## config.mk

```make
export PLATFORM = sky130hd
export DESIGN_NAME = alu_issue_ctrl
export DESIGN_NICKNAME = d
export VERILOG_FILES = /design/src/rtl/alu_issue_ctrl.sv
export SDC_FILE = /design/constraint.sdc
export NUM_CORES = 1
export LEC_CHECK = 0
export CORE_MARGIN = 4
export CORE_UTILIZATION = 45
export CTS_CLUSTER_DIAMETER = 200
export DETAILED_ROUTE_END_ITERATION = 12
export PLACE_DENSITY = 0.76
export SLEW_MARGIN = 20
export SYNTH_ARGS = -nofsm -noshare
export SYNTH_HDL_FRONTEND = slang
export SYNTH_SLANG_ARGS = --single-unit
```

## constraint.sdc

```tcl
create_clock -name clk -period 2.77 [get_ports clk]
set_clock_uncertainty 0.1 [all_clocks]
set_input_delay 0.277 -clock clk [delete_from_list [all_inputs] [get_ports clk]]
set_output_delay 0.277 -clock clk [all_outputs]
set_load 0.01 [all_outputs]
```

## src/rtl/alu_issue_ctrl.sv

```systemverilog
// Sequencer that queues ALU requests, issues them one at a time to a
// combinational ALU, waits a settle time and presents the captured result.
module alu_issue_ctrl #(
  parameter int W       = 4,
  parameter int DEPTH   = 4,
  parameter int ALU_LAT = 1
) (
  input  logic                       clk,
  input  logic                       rst,
  input  logic                       in_valid,
  output logic                       in_ready,
  input  logic [W-1:0]               in_a,
  input  logic [W-1:0]               in_b,
  input  logic [2:0]                 in_opcode,
  output logic [W-1:0]               alu_a,
  output logic [W-1:0]               alu_b,
  output logic [2:0]                 alu_opcode,
  input  logic [W-1:0]               alu_result,
  output logic                       out_valid,
  input  logic                       out_ready,
  output logic [W-1:0]               out_result,
  output logic [2:0]                 out_opcode,
  output logic                       out_err,
  output logic                       busy,
  output logic [$clog2(DEPTH):0]     fifo_count
);

  localparam int AW   = (DEPTH > 1) ? $clog2(DEPTH) : 1;
  localparam int CW   = $clog2(DEPTH) + 1;
  localparam int EW   = 2 * W + 3;
  localparam int CNTW = (ALU_LAT > 1) ? $clog2(ALU_LAT) : 1;

  typedef enum logic [1:0] {
    ST_IDLE,
    ST_WAIT,
    ST_RESULT
  } state_t;

  state_t            state_reg;
  logic [CNTW-1:0]   cnt_reg;
  logic [EW-1:0]     mem [DEPTH];
  logic [AW-1:0]     wr_ptr_reg;
  logic [AW-1:0]     rd_ptr_reg;
  logic [CW-1:0]     count_reg;
  logic [W-1:0]      alu_a_reg;
  logic [W-1:0]      alu_b_reg;
  logic [2:0]        alu_opcode_reg;
  logic [W-1:0]      out_result_reg;
  logic [2:0]        out_opcode_reg;
  logic              out_err_reg;
  logic              out_valid_reg;

  logic              push;
  logic              pop;
  logic [EW-1:0]     head;
  logic [W-1:0]      head_a;
  logic [W-1:0]      head_b;
  logic [2:0]        head_op;
  logic              head_legal;

  assign in_ready   = (count_reg < CW'(DEPTH));
  assign push       = in_valid && in_ready;
  // Pop decision uses the pre-edge occupancy, so a request is never issued in its push cycle.
  assign pop        = (state_reg == ST_IDLE) && (count_reg != '0);
  assign head       = mem[rd_ptr_reg];
  assign head_a     = head[EW-1 -: W];
  assign head_b     = head[W+2 -: W];
  assign head_op    = head[2:0];
  assign head_legal = (head_op <= 3'd4);

  always_ff @(posedge clk) begin
    if (push) begin
      mem[wr_ptr_reg] <= {in_a, in_b, in_opcode};
    end
  end

  always_ff @(posedge clk or posedge rst) begin
    if (rst) begin
      wr_ptr_reg <= '0;
      rd_ptr_reg <= '0;
      count_reg  <= '0;
    end else begin
      if (push) begin
        wr_ptr_reg <= wr_ptr_reg + 1'b1;
      end
      if (pop) begin
        rd_ptr_reg <= rd_ptr_reg + 1'b1;
      end
      if (push && !pop) begin
        count_reg <= count_reg + 1'b1;
      end else if (pop && !push) begin
        count_reg <= count_reg - 1'b1;
      end
    end
  end

  always_ff @(posedge clk or posedge rst) begin
    if (rst) begin
      state_reg      <= ST_IDLE;
      cnt_reg        <= '0;
      alu_a_reg      <= '0;
      alu_b_reg      <= '0;
      alu_opcode_reg <= '0;
      out_result_reg <= '0;
      out_opcode_reg <= '0;
      out_err_reg    <= 1'b0;
      out_valid_reg  <= 1'b0;
    end else begin
      case (state_reg)
        ST_IDLE: begin
          if (pop) begin
            if (head_legal) begin
              alu_a_reg      <= head_a;
              alu_b_reg      <= head_b;
              alu_opcode_reg <= head_op;
              cnt_reg        <= CNTW'(ALU_LAT - 1);
              state_reg      <= ST_WAIT;
            end else begin
              // Illegal ops bypass the ALU entirely; alu_* keep the last legal op.
              out_result_reg <= '0;
              out_err_reg    <= 1'b1;
              out_opcode_reg <= head_op;
              out_valid_reg  <= 1'b1;
              state_reg      <= ST_RESULT;
            end
          end
        end
        ST_WAIT: begin
          if (cnt_reg == '0) begin
            out_result_reg <= alu_result;
            out_err_reg    <= 1'b0;
            out_opcode_reg <= alu_opcode_reg;
            out_valid_reg  <= 1'b1;
            state_reg      <= ST_RESULT;
          end else begin
            cnt_reg <= cnt_reg - 1'b1;
          end
        end
        ST_RESULT: begin
          if (out_ready) begin
            out_valid_reg <= 1'b0;
            state_reg     <= ST_IDLE;
          end
        end
        default: begin
          state_reg     <= ST_IDLE;
          out_valid_reg <= 1'b0;
        end
      endcase
    end
  end

  assign alu_a      = alu_a_reg;
  assign alu_b      = alu_b_reg;
  assign alu_opcode = alu_opcode_reg;
  assign out_valid  = out_valid_reg;
  assign out_result = out_result_reg;
  assign out_opcode = out_opcode_reg;
  assign out_err    = out_err_reg;
  assign busy       = (state_reg != ST_IDLE) || (count_reg != '0);
  assign fifo_count = count_reg;

endmodule
```

### After elaboration in Yosys (flattened, before gate mapping)

Memory sizes are Yosys's and may differ from the RTL's.
Cells that the tools add are included.

* flip-flop bits (word level): 30
* memories: 1
* bits in writable memories: 44
* logic and storage cells: 72
* output and inout bits: 25

* reduce and logical (&&, ||, !) cells: 17
* mux-type cells: 28
* magnitude comparators: 2
* equality and inequality tests: 7
* add/sub/neg operators: 5

Memory list
* mem: words 4, width 11, read ports 1, clocked after Yosys merged registers in 0, wr ports 1, line 41 `logic [EW-1:0] mem [DEPTH];`

Operator list (number)
* two-way mux 3 bit: 5
* two-way mux 4 bit: 3
* two-way mux 1 bit: 10
* inequality test 2 bit, second input constant: 5
* AND reduction 3 bit: 3
* two-way mux 2 bit: 4
* case mux 4 bit (2 select lines): 1
* AND reduction 4 bit: 2
* case mux 2 bit (3 select lines): 1
* case mux 3 bit (2 select lines): 1
* nonzero test 2 bit: 3
* adder 2 x 1 -> 2 bit, second input constant: 2
* logical AND 1 bit: 4
* case mux 1 bit (2 select lines): 2
* adder 3 x 1 -> 3 bit, second input constant: 1
* less-or-equal comparator 3 bit, second input constant: 1
* < comparator 3 bit, second input constant: 1
* case mux 1 bit (3 select lines): 1
* nonzero test 3 bit: 1
* subtractor 3 x 1 -> 3 bit, second input constant: 1
* equality test 2 x 1 -> 1 bit, second input constant: 1
* equality test 2 bit, second input constant: 1
* zero test 1 bit: 2
* zero test 2 bit: 1
* 2 further kinds: 2

### Longest topological paths before layout

Gate-level depths: netlist of run 1.

* depth after elaboration: 6
* gate-level depth with buffers: 9
* gate-level depth less buffers: 8

### Worst setup path before layout of run 1

Ideal clock, no wire load.

* kind: flip-flop to flip-flop
* start point: reg count_reg[1] (netlist: fifo_count[1])
* end point: reg count_reg[2] (netlist: fifo_count[2])
* required time: 2590 ps
* period minus slack after synthesis: 2304 ps
* path buffers: 1
* stages on the path, launching flop included: 10
* setup time: 80 ps
* setup slack: 466 ps
* arrival time: 2124 ps
* path through: dfrtp_1 > or3_1 > clkbuf_1 > nand2_1 > ha_1 > inv_1 > fa_1 > xor2_1 > nor2_1 > xnor2_1

* word-level cells in the longest chain between the ends: 5
* elaborated cells on any way between the ends: 13

RTL lines
* from (decl): line 44 `logic [CW-1:0] count_reg;`
* from (signal assigned): line 90 `count_reg <= count_reg + 1'b1;`
* from (signal assigned): line 92 `count_reg <= count_reg - 1'b1;`
* < comparator 3 bit / nonzero test 3 bit (equally long branches): line 61, 64
* logical AND 1 bit (on tied branches): line 62, 64
* zero test 1 bit (on tied branches): line 91, 89
* logical AND 1 bit (on tied branches): line 91, 89
* nonzero test 2 bit (no source line) / two-way mux 3 bit (equally long branches)

Several ways; a longest one is shown, not always the timed one. The select of a mux whose other input is x is not followed.
A chain may end at the register's enable or synchronous reset.

### Final worst setup path of run 1

* start point: reg count_reg[1] (netlist: fifo_count[1])
* end point: out busy

* word-level cells in the longest chain between the ends: 2

RTL lines
* nonzero test 3 bit: line 160 `assign busy = (state_reg != ST_IDLE) || (count_reg != '0);`
* logical OR 1 bit: line 160
* to (decl): line 24 `output logic busy,`

Every way passes these cells.

==> results.yml, run 1 <==
worst_setup_path:
  cp.required_ps: 2390
  cp_max_fo: 7
  reg2reg_setup_slack_ps: 460
  setup.worst_path.class: "flip-flop to primary output"
  arrival_ps: 1940
  end_kind: "primary output"
  start_kind: "flip-flop"
clock_tree:
  clk_pin_slew_ps: 80
  clockBufferDepth: 2
  cts_tree: "yes"
  cts_made_buffers: 9
  holdBufCountCts: 0
  postCtsSetupRepairBufs: 0
  worstSkewPairLatency_ps: 350
  htreeDepth: 3
  clock-root-buffer: "clkbuf_8"
  cts_resized: 0
  cts.sinks: 73
floorplan:
  die_area_um2: 7820
  chipHeight_um: 88.5
  io_pins: 44
  die_x_um: 88.5
  core_area_um2: 6310
  core.rowCount: 29
  initial_core_util_pct: 46.1
min_path:
  hold_path_class: "input pin to async pin"
timing:
  final.period_utilization_pct: 83.6
  drv_slew: 0
  tns_ps: 0
  grt_setup_unrepaired: "false"
  max_freq_mhz: 432
  setup_viol: 0
  slew_headroom_pct: 60.1
  fin_crit_ps: 2320
  worst_pin_slew_ps: 599
  hold_viol_final: 0
  hold-worst-slack_ps: 198
place:
  dp_hpwl_mm: 3.44
  portBuffers: 43
  gp_congestion: 0.754
  dp.cells: 289
power_and_ir_drop:
  power.share.clock_pct: 21.9
  seqPwrFrac_pct: 39.3
  p_per_area_nw_per_um2: 1160
  p_leak_nw: 1.42
  combPwrFrac_pct: 38.7
  power_switching_share_pct: 31.1
  vdd_drop_max_uv: 579
  intPower_mw: 2.94
  p_switching_mw: 1.33
finish:
  num-nets-final: 248
  layout_common_cells: "44 x edfxtp_1, 43 x clkdlybuf4s50_1, 29 x dfrtp_1"
  largest_reg_flops: 44
  ff_latch_area_um2: 2050
  layout_commonest_cell: "edfxtp_1"
  insertedDiodeCount: 0
  postLayoutCoreUtil_pct: 58.3
  multiInputGateArea_um2: 808
  area_growth_pct: 26.4
  regMostFlops: "mem"
  final_layout_size_suffix_gt1_share_pct: 18.4
  fillers: 499
  layoutNonFillerInstCount: 305
global_route:
  grt_pass1_wl_mm: 8.38
  track_usage_pct: 14.9
  overflow: 0
  grt_max_degree: 30
  grt_pass1_vias: 1661
  grt_antenna_before_repair: 0
route:
  routed_wl_mm: 5.04
  route.met3.wl_um: 347
  routed-via-count: 1561
  wl_met1_mm: 2.23
  wl_met2_mm: 2.35
  drt-initial-drc-count: 44
  ant_nets: 0
  first_pass_iters: 4
  wl_per_cell_um: 16.5
  highest_layer: "met4"
  drc: 0
  viasPerCell: 5.12
yosys:
  yosys.cell_types.count: 37
  syn_avg_cell_area_um2: 17.3
  yosys_warnings: 0
  yosysSeqAreaShare_pct: 70.3
  synth_fp_nets: 193
  synth_edf_count: 44
  synth-async-reset-ratio_pct: 39.7
  synth-main-ff-cell: "edfxtp_1"
  synth_area_um2: 2910
  syn_inst: 168
  ys_seq_elements: 73
run:
  cap_violations: 0
outcome:
  status: "completed"
[synth_stat cells (all sizes together) (2+ instances only)]
master | count | area, um^2
mux2 | 9 | 131
dfrtp | 29 | 726
edfxtp | 44 | 1320
inv | 8 | 30.0
nor2 | 12 | 45.0
o21ai | 4 | 20.0
nand2 | 6 | 22.5
ha | 5 | 62.6
a31oi | 2 | 12.5
a2bb2oi | 2 | 17.5
mux4 | 11 | 252
nand2b | 2 | 12.5
a22o | 4 | 35.0
nand4b | 2 | 17.5
buf | 3 | 20.0
clkbuf | 2 | 7.51
a21o | 2 | 15.0
and2 | 4 | 25.0
xnor2 | 5 | 43.8
[logic make-up after synthesis]
logic type / after synthesis / share of synthesized area [%]
muxes: 20 / 13.1
AOI/OAI and AO/OA: 19 / 4.68
buffers and inverters: 13 / 1.98
and+or+nand+nor: 31 / 5.28
xor gates and xnor gates: 6 / 1.80
DFF: 73 / 70.3
adders and majority gates: 6 / 2.84
[worst max-delay path: stages, from the launching register on]
cell             delay [ps]
dfrtp_1                 420
or3_1                   490
nand2b_1                200
clkdlybuf4s50_1         480
[per-stage QoR]
stage	area (um^2)	worst slack [ps]	total power, mW
after floorplan	2910	466	2.73
after global placement	3460	493	3.32
after detailed placement	3460	437	3.38
after CTS	3680	427	4.32
after global routing	3680	356	4.56
final	3680	455	4.27
[cell type report]
cell class / count / area share (%)
clock buffers: 9 / 3.36
multi-input cells: 82 / 22.0
well taps: 77 / 2.62
clock inverters: 7 / 2.75
repair buffers: 49 / 12.9
inverters: 8 / 0.815
flip-flops and latches: 73 / 55.6
[layer usage]
layer	GRT usage [%]	up-vias
met5	0	-
met4	7.01	0
met3	5.59	9
met2	22.4	43
met1	19.4	768
li1	-	741
[power groups by stage]
stage / Sequential (mW) / Combinational (mW) / Clock (mW)
6_report: 1.68 / 1.65 / 0.936
5_1_grt: 1.73 / 1.81 / 1.02
4_1_cts: 1.68 / 1.68 / 0.956
3_5_place_dp: 1.70 / 1.67 / 0
3_3_place_gp: 1.69 / 1.63 / 0
2_1_floorplan: 1.73 / 0.999 / 0
[final timing paths]
| kind | end | start | cells after the start |
|---|---|---|---|
| min in group clk | out_err | out_err | 1 |
| max | busy | fifo_count[1] | 3 |
| min | out_result[2] | rst | 3 |
| max in group asynchronous | alu_opcode[1] | rst | 3 |
| max reg2reg | alu_a[0] | rd_ptr_reg[0] | 4 |
| min reg2reg | out_err | out_err | 1 |
Power figures use the tool's default switching activity.
==> run 2: changes to the inputs <==
--- a/config.mk
+++ b/config.mk
@@ -9,7 +9,7 @@
 export CORE_UTILIZATION = 45
 export CTS_CLUSTER_DIAMETER = 200
 export DETAILED_ROUTE_END_ITERATION = 12
-export PLACE_DENSITY = 0.76
+export PLACE_DENSITY = 0.79
 export SLEW_MARGIN = 20
 export SYNTH_ARGS = -nofsm -noshare
 export SYNTH_HDL_FRONTEND = slang
==> constraint.sdc (replaced) <==
create_clock -name clk -period 2.1 [get_ports clk]
set_clock_uncertainty 0.1 [all_clocks]
set_input_delay 0.21 -clock clk [delete_from_list [all_inputs] [get_ports clk]]
set_output_delay 0.21 -clock clk [all_outputs]
set_load 0.01 [all_outputs]
==> results.yml, run 2 (synthesized netlist as in run 1, its figures left out) <==
power_and_ir_drop:
  p_leak_nw: 1.49
  p_per_area_nw_per_um2: 1500
  vdd_drop_max_uv: 777
  p_total_mw: 5.77
worst_setup_path:
  cp_max_fo: 9
  start_kind: "flip-flop"
  reg2reg_depth: 4
  end_kind: "flip-flop"
  cp.required_ps: 2220
  setup.worst_path.class: "flip-flop to flip-flop"
  arrival_ps: 2150
timing:
  setup_viol: 0
  drv_slew: 0
  worst_pin_slew_ps: 376
  hold_viol_final: 0
  max_freq_mhz: 493
  slew_headroom_pct: 75.0
  final.period_utilization_pct: 96.7
  fin_crit_ps: 2030
finish:
  final_cell_area_um2: 3840
  final_layout_size_suffix_gt1_share_pct: 26.6
  layout_common_cells: "44 x edfxtp_1, 42 x clkdlybuf4s50_1, 27 x dfrtp_1"
  postLayoutCoreUtil_pct: 60.9
  regMostFlops: "mem"
  area_growth_pct: 32.0
  largest_reg_flops: 44
  fillers: 465
  layout_commonest_cell: "edfxtp_1"
  insertedDiodeCount: 0
  num-nets-final: 264
floorplan:
  initial_core_util_pct: 46.1
  chipHeight_um: 88.5
  die_x_um: 88.5
  core_area_um2: 6310
  die_area_um2: 7820
  core.rowCount: 29
  io_pins: 44
global_route:
  overflow: 0
  grt_pass1_wl_mm: 8.33
  grt_antenna_before_repair: 0
  grt_max_degree: 30
  track_usage_pct: 14.7
  grt_pass1_vias: 1706
route:
  viasPerCell: 5.13
  wl_per_cell_um: 15.8
  wl_met1_mm: 1.95
  wl_met2_mm: 2.73
  highest_layer: "met4"
  drc: 0
  route.met3.wl_um: 320
  ant_nets: 0
  first_pass_iters: 4
  routed-via-count: 1647
  drt-initial-drc-count: 74
  routed_wl_mm: 5.08
outcome:
  status: "completed"
clock_tree:
  cts.sinks: 73
  htreeDepth: 3
  holdBufCountCts: 0
  clockBufferDepth: 2
  clk_pin_slew_ps: 70
  clock-root-buffer: "clkbuf_8"
  worstSkewPairLatency_ps: 340
  cts_made_buffers: 9
  cts_tree: "yes"
run:
  cap_violations: 0
min_path:
  hold_path_class: "input pin to async pin"
place:
  portBuffers: 43
  gp_congestion: 0.737
  placed_cell_area_um2: 3620
  dp_hpwl_mm: 3.50
[run 2: worst paths after layout]
check                              startpoint       endpoint  slack (ps)
worst max-delay path            rd_ptr_reg[0]       alu_a[0]          70
worst min-delay path                      rst  out_result[2]         130
worst max register to register  rd_ptr_reg[0]       alu_a[0]          70
worst min register to register        out_err        out_err         400
max in group asynchronous                 rst  fifo_count[0]        1470
min in group clk                alu_result[1]  out_result[1]         390
[run 2: through the flow]
| step | instances | setup WS, ps | hold WS, ps | TNS (ps) |
|---|---|---|---|---|
| floorplan | 168 | 14.8 | 188 | 0 |
| global placement | 303 | -10.5 | 376 | -81.1 |
| detailed placement | 303 | -89.4 | 382 | -693 |
| CTS | 319 | 0.983 | 134 | 0 |
| global route | 321 | -4.71 | 159 | -11.9 |
| finish | 321 | 70.2 | 134 | 0 |
[run 2: what timing repair did]
action	4_1_cts	5_1_grt
resized for setup	4	2
setup endpoints to repair	9	9
setup buffers	0	2
pin swaps	0	2
[run 2: final cells by class]
class / count / area [um^2] / share of cell area (%)
flip-flops and latches: 73 / 2050 / 53.3
multi-input cells: 82 / 852 / 22.2
clock inverters: 7 / 71.3 / 1.86
repair buffers: 65 / 621 / 16.1
clock buffers: 9 / 124 / 3.22
inverters: 8 / 30.0 / 0.781
well taps: 77 / 96.3 / 2.51
[run 2: critical path, stage by stage, from the launching register on]
cell	delay, ps
dfrtp_2	410
mux4_2	530
or2_1	280
a21o_4	280
mux2_4	310
[run 2: routing by layer]
layer | GRT usage (%) | vias to the layer above
met3 | 5.59 | 6
met2 | 25.8 | 46
met5 | 0 | -
li1 | - | 767
met1 | 16.1 | 828
met4 | 5.36 | 0
[run 2: where the power goes]
part / internal (mW) / switching (mW)
registers: 1.96 / 0.241
clock network: 0.545 / 0.508
logic: 1.49 / 1.04
total: 3.99 / 1.78
